[src/rtl/if_btb_stage_pkg.sv]
// Shared definitions for the IF stage with branch target buffer:
// reset fetch address, 2-bit counter encodings and the NOP word.
package if_btb_stage_pkg;

  localparam logic [31:0] RESET_PC_DEFAULT = 32'h0000_0000;
  localparam logic [31:0] NOP              = 32'h0000_0000;

  typedef enum logic [1:0] {
    CNT_SNT = 2'b00,
    CNT_WNT = 2'b01,
    CNT_WT  = 2'b10,
    CNT_ST  = 2'b11
  } cnt_e;

  // Saturating step of the 2-bit direction counter.
  function automatic cnt_e cnt_next(input cnt_e cur, input logic taken);
    cnt_e nxt;
    case (cur)
      CNT_SNT: nxt = taken ? CNT_WNT : CNT_SNT;
      CNT_WNT: nxt = taken ? CNT_WT  : CNT_SNT;
      CNT_WT:  nxt = taken ? CNT_ST  : CNT_WNT;
      CNT_ST:  nxt = taken ? CNT_ST  : CNT_WT;
      default: nxt = CNT_SNT;
    endcase
    return nxt;
  endfunction

  function automatic logic cnt_is_taken(input cnt_e cur);
    return (cur == CNT_WT) || (cur == CNT_ST);
  endfunction

endpackage

[src/rtl/if_btb_stage_btb_table.sv]
// Direct-mapped branch target buffer: combinational lookup on the fetch PC,
// clocked update from the resolved branch in EX.
module btb_table
  import if_btb_stage_pkg::*;
#(
  parameter int ENTRIES = 16
) (
  input  logic        i_clk,
  input  logic        i_rst,
  input  logic [31:0] i_lookup_pc,
  output logic        o_pred_taken,
  output logic [31:0] o_pred_target,
  input  logic        i_upd_valid,
  input  logic [31:0] i_upd_pc,
  input  logic [31:0] i_upd_target,
  input  logic        i_upd_taken
);

  localparam int IDX_W = $clog2(ENTRIES);
  localparam int TAG_W = 30 - IDX_W;

  logic             r_valid  [ENTRIES];
  logic [TAG_W-1:0] r_tag    [ENTRIES];
  logic [31:0]      r_target [ENTRIES];
  cnt_e             r_cnt    [ENTRIES];

  logic [IDX_W-1:0] w_lk_idx;
  logic [TAG_W-1:0] w_lk_tag;
  logic             w_lk_hit;
  logic [IDX_W-1:0] w_upd_idx;
  logic [TAG_W-1:0] w_upd_tag;
  logic             w_upd_hit;
  logic             w_unused_bits;

  assign w_lk_idx  = i_lookup_pc[IDX_W+1:2];
  assign w_lk_tag  = i_lookup_pc[31:IDX_W+2];
  assign w_upd_idx = i_upd_pc[IDX_W+1:2];
  assign w_upd_tag = i_upd_pc[31:IDX_W+2];
  // Fetch and branch addresses are word aligned.
  assign w_unused_bits = ^{i_lookup_pc[1:0], i_upd_pc[1:0]};

  assign w_lk_hit  = r_valid[w_lk_idx] && (r_tag[w_lk_idx] == w_lk_tag);
  assign w_upd_hit = r_valid[w_upd_idx] && (r_tag[w_upd_idx] == w_upd_tag);

  // Lookup reads the stored state, so a same-cycle update is not visible.
  always_comb begin
    o_pred_taken  = 1'b0;
    o_pred_target = 32'h0000_0000;
    if (w_lk_hit && cnt_is_taken(r_cnt[w_lk_idx])) begin
      o_pred_taken  = 1'b1;
      o_pred_target = r_target[w_lk_idx];
    end else begin
      o_pred_taken  = 1'b0;
      o_pred_target = 32'h0000_0000;
    end
  end

  // Table update: train on hit, allocate on taken miss, ignore not-taken miss.
  always_ff @(posedge i_clk or posedge i_rst) begin
    if (i_rst) begin
      for (int i = 0; i < ENTRIES; i++) begin
        r_valid[i]  <= 1'b0;
        r_tag[i]    <= '0;
        r_target[i] <= 32'h0000_0000;
        r_cnt[i]    <= CNT_SNT;
      end
    end else if (i_upd_valid) begin
      if (w_upd_hit) begin
        r_cnt[w_upd_idx] <= cnt_next(r_cnt[w_upd_idx], i_upd_taken);
        if (i_upd_taken) begin
          r_target[w_upd_idx] <= i_upd_target;
        end
      end else if (i_upd_taken) begin
        r_valid[w_upd_idx]  <= 1'b1;
        r_tag[w_upd_idx]    <= w_upd_tag;
        r_target[w_upd_idx] <= i_upd_target;
        r_cnt[w_upd_idx]    <= CNT_WT;
      end
    end
  end

endmodule

[src/rtl/if_btb_stage.sv]
// Instruction fetch stage: PC register, next-PC selection with BTB
// prediction, and the IF/ID pipeline registers.
module if_btb_stage
  import if_btb_stage_pkg::*;
#(
  parameter int          ENTRIES  = 16,
  parameter logic [31:0] RESET_PC = RESET_PC_DEFAULT
) (
  input  logic        i_clk,
  input  logic        i_rst,
  input  logic        i_stall,
  input  logic        i_mispredict,
  input  logic [31:0] i_correct_pc,
  input  logic        i_upd_valid,
  input  logic [31:0] i_upd_pc,
  input  logic [31:0] i_upd_target,
  input  logic        i_upd_taken,
  input  logic [31:0] i_instruction,
  output logic [31:0] o_pc,
  output logic [31:0] o_if_id_instruction,
  output logic [31:0] o_if_id_pcplus4,
  output logic        o_if_id_pred_taken,
  output logic [31:0] o_if_id_pred_target
);

  logic [31:0] r_pc;
  logic [31:0] r_if_id_instruction;
  logic [31:0] r_if_id_pcplus4;
  logic        r_if_id_pred_taken;
  logic [31:0] r_if_id_pred_target;

  logic [31:0] w_pc_plus4;
  logic [31:0] w_next_pc;
  logic        w_pred_taken;
  logic [31:0] w_pred_target;

  btb_table #(
    .ENTRIES(ENTRIES)
  ) u_btb (
    .i_clk        (i_clk),
    .i_rst        (i_rst),
    .i_lookup_pc  (r_pc),
    .o_pred_taken (w_pred_taken),
    .o_pred_target(w_pred_target),
    .i_upd_valid  (i_upd_valid),
    .i_upd_pc     (i_upd_pc),
    .i_upd_target (i_upd_target),
    .i_upd_taken  (i_upd_taken)
  );

  assign w_pc_plus4 = r_pc + 32'd4;

  // Redirect beats stall, stall beats prediction, prediction beats sequential.
  always_comb begin
    w_next_pc = w_pc_plus4;
    if (i_mispredict) begin
      w_next_pc = i_correct_pc;
    end else if (i_stall) begin
      w_next_pc = r_pc;
    end else if (w_pred_taken) begin
      w_next_pc = w_pred_target;
    end else begin
      w_next_pc = w_pc_plus4;
    end
  end

  always_ff @(posedge i_clk or posedge i_rst) begin
    if (i_rst) begin
      r_pc <= RESET_PC;
    end else begin
      r_pc <= w_next_pc;
    end
  end

  // IF/ID: bubble on redirect, hold on stall, otherwise capture this fetch.
  always_ff @(posedge i_clk or posedge i_rst) begin
    if (i_rst) begin
      r_if_id_instruction <= NOP;
      r_if_id_pcplus4     <= 32'h0000_0000;
      r_if_id_pred_taken  <= 1'b0;
      r_if_id_pred_target <= 32'h0000_0000;
    end else if (i_mispredict) begin
      r_if_id_instruction <= NOP;
      r_if_id_pcplus4     <= 32'h0000_0000;
      r_if_id_pred_taken  <= 1'b0;
      r_if_id_pred_target <= 32'h0000_0000;
    end else if (!i_stall) begin
      r_if_id_instruction <= i_instruction;
      r_if_id_pcplus4     <= w_pc_plus4;
      r_if_id_pred_taken  <= w_pred_taken;
      r_if_id_pred_target <= w_pred_target;
    end
  end

  assign o_pc                = r_pc;
  assign o_if_id_instruction = r_if_id_instruction;
  assign o_if_id_pcplus4     = r_if_id_pcplus4;
  assign o_if_id_pred_taken  = r_if_id_pred_taken;
  assign o_if_id_pred_target = r_if_id_pred_target;

endmodule

[config.mk]
export PLATFORM = sky130hd
export DESIGN_NAME = if_btb_stage
export DESIGN_NICKNAME = d
export VERILOG_FILES = /design/src/rtl/if_btb_stage_pkg.sv /design/src/rtl/if_btb_stage_btb_table.sv /design/src/rtl/if_btb_stage.sv
export SDC_FILE = /design/constraint.sdc
export NUM_CORES = 2
export LEC_CHECK = 0
export CAP_MARGIN = 20
export CORE_MARGIN = 5
export CORE_UTILIZATION = 50
export CTS_BUF_LIST = sky130_fd_sc_hd__clkbuf_2 sky130_fd_sc_hd__clkbuf_4 sky130_fd_sc_hd__clkbuf_8
export DETAILED_ROUTE_END_ITERATION = 8
export HOLD_SLACK_MARGIN = 0.1
export PLACE_DENSITY = 0.68
export SETUP_SLACK_MARGIN = 0.1
export SLEW_MARGIN = 40
export SYNTH_ARGS = -nofsm -noshare
export SYNTH_HDL_FRONTEND = slang
export SYNTH_SLANG_ARGS = --single-unit
[constraint.sdc]
create_clock -name i_clk -period 47.3 [get_ports i_clk]
set_clock_uncertainty 0.05 [all_clocks]
set_input_delay 4.73 -clock i_clk [delete_from_list [all_inputs] [get_ports i_clk]]
set_output_delay 4.73 -clock i_clk [all_outputs]
set_load 0.1 [all_outputs]
# Yosys cells after proc, flatten, opt, wreduce, memory -nomap -nowiden
# Cells that the tools add are included.
dict set report op_classes {
  bitwise_logic 7
  mux 54
  n_lt_le_gt_ge 3
  eq_ne 8
  n_reduce_logical 10
  n_addsub 1
}
# operator n
set op_table {}
lappend op_table {{$bwmux 512} 1}
lappend op_table {{$mux 32} 15}
lappend op_table {{$bwmux 416} 1}
lappend op_table {{$bmux 26 s4} 2}
lappend op_table {{$mux 26} 5}
lappend op_table {{$bmux 32 s4} 1}
lappend op_table {{$demux 32 s4} 1}
lappend op_table {{$demux 26 s4} 1}
lappend op_table {{$eq 26x26->1} 2}
lappend op_table {{$add 32x3->32 const B} 1}
lappend op_table {{$bwmux 32} 1}
lappend op_table {{$or 16x16->16} 2}
lappend op_table {{$mux 2} 9}
lappend op_table {{$and 16x16->16} 1}
lappend op_table {{$bmux 2 s4} 2}
lappend op_table {{$not 16->16} 1}
lappend op_table {{$ge 5x5->1 const B} 2}
lappend op_table {{$mux 1} 10}
lappend op_table {{$not 4->5} 2}
lappend op_table {{$bmux 1 s4} 2}
lappend op_table {{$demux 2 s4} 1}
lappend op_table {{$eq 2x2->1 const B} 4}
lappend op_table {{$pmux 2 s4} 1}
lappend op_table {{$lt 5x1->1 const B} 1}
lappend op_table {{10 further kinds} 14}
dict set report totals {
  inputBits 134
  word_cells 152
  output_inout_bits 129
  regBits 1105
}

# Longest topological paths before layout
dict set report logic_depth {
  depth_word 11
  ltp_mapped 17
  ltp_nobuf 10
}

# Hierarchy
# A second synthesis with hierarchy kept.
dict set report hier_totals {
  hier_cells 4115
  hier_area_um2 55702.2
}
# mod instances area_each_um2 seq_area_each_um2 cells_each
set by_module_without_submodules {}
lappend by_module_without_submodules {btb_table 1 48895.6 24423.4 3393}
lappend by_module_without_submodules {if_btb_stage 1 6806.5 3228.1 722}

# Worst setup path before layout
# Ideal clock, no wire load.
dict set report synth_timing {
  path_type {input port to flip-flop}
  start {input i_upd_pc[2]}
  end {register u_btb.r_tag[0] (netlist bit)}
  path_buffers 5
  setup_ns 0.125
  setup_slack_ns 38.996
  cell_stages 14
  t_required_ns 47.125
  arrival_time_ns 8.129
  cell_sequence {buf_4 -> buf_2 -> buf_2 -> mux4_2 -> mux2i_1 -> o22ai_1 -> a2111oi_0 -> a21oi_1 -> nand3b_1 -> or4_1 -> buf_4 -> nand2_4 -> buf_6 -> mux2_2}
}
dict set report synth_via {
  elab_chain_len 8
  word_cells_on_any_way 17
  cone_classes {order compare: 2; eq/ne: 1; mux: 9; bitwise: 2; reduce/logical: 3}
}
# item line
set synth_lines {}
lappend synth_lines {{start: declaration} if_btb_stage.sv:15} ;# input logic [31:0] i_upd_pc,
lappend synth_lines {{$not 4->5 (not written as such) *} {if_btb_stage_btb_table.sv:43, if_btb_stage_btb_table.sv:75}}
lappend synth_lines {{$bmux 26 s4} if_btb_stage_btb_table.sv:43} ;# assign w_upd_hit = r_valid[w_upd_idx] && (r_tag[w_upd_idx] == w_upd_tag);
lappend synth_lines {{$mux 26 (not written as such) (2 in series)} if_btb_stage_btb_table.sv:43}
lappend synth_lines {{$eq 26x26->1} if_btb_stage_btb_table.sv:43}
lappend synth_lines {{$logic_and 1x1->1} if_btb_stage_btb_table.sv:43}
lappend synth_lines {{$not 1->1 (no source line)} --}
lappend synth_lines {{$reduce_and 3->1 (no source line)} --}
lappend synth_lines {{end signal: indexed assignment} if_btb_stage_btb_table.sv:75} ;# r_tag[w_upd_idx] <= w_upd_tag;
lappend synth_lines {{end: declaration} if_btb_stage_btb_table.sv:23} ;# logic [TAG_W-1:0] r_tag [ENTRIES];
# Every way passes the cells marked *; elsewhere a longest branch is shown, timed or not. The select of a mux whose other input is x is not followed.
# A chain may end at the register's enable or synchronous reset.

# Final worst setup path
dict set report layout_timing {
  start {input i_upd_pc[2]}
  end {register u_btb.r_tag[87] (netlist bit)}
}
# Same word-level chain as after synthesis.

==> results.toml <==
[yosys]
synth-seq-area-share_pct = 50.2
yosys_warnings = 0
synthMostInstantiatedCell = "dfrtp_1"
mean_syn_cell_area_um2 = 13.3
syn-instance-count = 4131
synth-edff-count = 0
async_reset_ff_share_pct = 100
netlist_top_cells_area = "dfrtp_1 (50%), mux2_2 (17%), mux4_2 (14%), nand2_1 (3.4%), mux2i_1 (2.9%)"
synth_cell_type_count = 79
synth_largest_area_cell = "dfrtp_1"
synthesis.nets = 4266
synthDominantCellAreaShare_pct = 50.2
post_synth_instance_area_um2 = 55100
ys_dominant_reg_cell = "dfrtp_1"
yosys_register_bits = 1105
synth_common_cells = "dfrtp_1 (1105), mux2_2 (809), nand2_1 (493)"

[routing]
drt_drc_violations_left = 0
antenna_violating_nets_post_route = 0
route.final.wire_length_um = 163000
dr_total_vias = 36800
detail_route.iter0.violations = 3190
drt-wirelength-per-cell_um = 27.4
drt-pass1-iter-count = 9
post_drt_via_cell_ratio = 6.19

[clock_tree]
cts_tree = "done"
clock-sinks = 1105
clock-root-buffer = "clkbuf_8"
clk_path_buf_depth = 3
skew_pair_late_insertion_delay_ns = 0.87
cts_post_setup_buffers_inserted = 0
number_of_buffers_inserted_for_hold_repair_after_clock_tree_synthesis = 0
clk_transition_reported_paths_ns = 0.06
htree_levels = 4
total_of_cells_resized_after_clock_tree_synthesis = 0
cts_made_buffers = 188

[place]
hpwl_um = 96600
gpl.final_weighted_congestion = 0.836
port_buffers = 260
detailedPlace.worstSlack_ns = 36.34
placement.cell_area_um2 = 58200

[pwr]
power.leakage_nw = 28.0
power_density_nw_per_um2 = 44.4
report.power.total_mw = 2.77
peakVddDrop_v = 0.0000295

[timing]
grt_setup_unrepaired = "no"
setup_viol_count_final = 0
final_sum_of_negative_setup_slack_ns = 0
timing.hold.ws_ns = 0.422
worst-slew-pin-transition_ns = 0.943
timing.final.hold_violations = 0
fmax_ghz = 0.102
max_slew_margin_pct = 37.1
drv_slew = 0
period_utilization_post_route_pct = 20.7
final.min_clock_period_ns = 9.80
setup_ws_ns = 37.50

[floorplanning]
die_area_um2 = 117000
floorplan.io_pins = 263
placementRows = 121
floorplan.die.width_um = 342
floorplan.core_area_um2 = 109000
floorplan.initialDensity_pct = 50.5
die-height_um = 342

[job]
max_cap_violations = 0

[run_status]
outcome = "complete, no violations"

[worst_hold_path]
holdCritPathClass = "reg -> reg"

[critical_path]
critical_path_peak_fanout = 53
arrival_ns = 10.48
setup.worst_path.end_class = "register"
startpoint_type = "primary input"
worst_path_required_time_ns = 47.98
worst-setup-path-type = "in -> reg"

[global_route]
grt_pass1_wl_um = 245000
antenna_violations_before_repair = 17
maximum_number_of_pins_on_one_net_before_global_route_repair = 106
remaining_global_route_overflow = 0
number_of_global_route_vias_before_repair = 37500
total_routing_usage_gr_pct = 27.7

[final_layout]
num-nets-final = 4440
fill_cells = 8832
area.growth.synth_to_final_pct = 13.3
drive_above_1_share_pct = 40.0
finalInstanceArea_um2 = 62400
[worst max-delay path, cell delays in order]
cell      delay (ns)
clkbuf_8        0.53
buf_6           0.58
buf_4           0.64
mux4_2          0.61
a22o_1          0.24
a221oi_1        0.25
xnor2_1         0.22
or4_1           0.60
or4_1           0.85
nand2_4         0.67
mux2_2          0.41
[flip-flops by register name, indices dropped and copies added (netlist names)]
signal and count:
u_btb.r_target 512, u_btb.r_tag 416, o_if_id_instruction 32, o_if_id_pcplus4 32, o_if_id_pred_target 32, o_pc 32, u_btb.r_cnt 32, u_btb.r_valid 16
o_if_id_pred_taken 1
[metal layers]
| layer | routed length [µm] | vias up | share of wire (%) | track usage (%) |
|---|---|---|---|---|
| met4 | 6050 | 4 | 3.7 | 10.7 |
| met2 | 77800 | 1433 | 48 | 44.0 |
| met1 | 67800 | 19500 | 42 | 38.4 |
| met5 | 27 | - | 0.017 | 0 |
| li1 | - | 15600 | - | - |
| met3 | 11000 | 309 | 6.7 | 5.22 |
[cells in the final DEF (no fill, tap or decap), types with 60 or more instances in the layout]
| master | synthesis | final |
|---|---|---|
| mux4_2 | 336 | 336 |
| mux2_2 | 809 | 809 |
| buf_4 | 25 | 70 |
| nand2_1 | 493 | 485 |
| o21ai_0 | 61 | 60 |
| nor2_1 | 152 | 140 |
| clkdlybuf4s50_1 | 0 | 126 |
| mux2i_1 | 159 | 159 |
| dfrtp_1 | 1105 | 1101 |
| buf_2 | 62 | 130 |
| nand3_1 | 64 | 64 |
| clkbuf_4 | 0 | 62 |
| a21oi_1 | 90 | 89 |
| clkbuf_8 | 0 | 251 |
[cell families after synthesis]
| logic type | after synthesis | synth area share, % |
|---|---|---|
| compound gates | 348 | 4.23 |
| mux | 1323 | 33.9 |
| simple gates | 903 | 7.34 |
| buf+inv | 386 | 3.28 |
| xor+xnor | 63 | 1.00 |
| flops | 1105 | 50.2 |
| fa+ha+maj | 3 | 0.0591 |
[worst paths after layout]
path | to | cells past startpoint | slack [ns] | start
max reg2reg | o_if_id_pred_target[26] | 9 | 41.71 | o_pc[2]
min reg2reg | u_btb.r_target[294] | 2 | 0.42 | u_btb.r_target[294]
max | u_btb.r_tag[87] | 11 | 37.50 | i_upd_pc[2]
min in group asynchronous | u_btb.r_target[390] | 2 | 4.34 | i_rst
max in group asynchronous | o_if_id_instruction[17] | 6 | 39.82 | i_rst
min | u_btb.r_target[294] | 2 | 0.42 | u_btb.r_target[294]
[stage by stage]
step                      cells  util, %
after floorplan            4131        -
after detailed placement   5590     53.3
after global placement     5586     53.8
after global routing       5936     57.2
final                      5942     57.2
after CTS                  5926     57.1
[layout make-up]
type                            count  area (µm²)  share of cell area (%)
Antenna cell                       15        37.5                  0.0601
Clock buffer                      311        3890                    6.24
Clock inverter                     25         244                   0.391
Inverter                           20        87.6                   0.140
Multi-Input combinational cell   2640       25800                    41.4
Sequential cell                  1105       27700                    44.3
Tap cell                         1476        1850                    2.96
Timing Repair Buffer              350        2810                    4.49
[where the power goes]
part	switching, mW	internal [mW]	total (mW)
Sequential	0.114	1.11	1.23
Clock	0.403	0.526	0.929
Combinational	0.313	0.305	0.618
(Power assumes the default switching activity.)
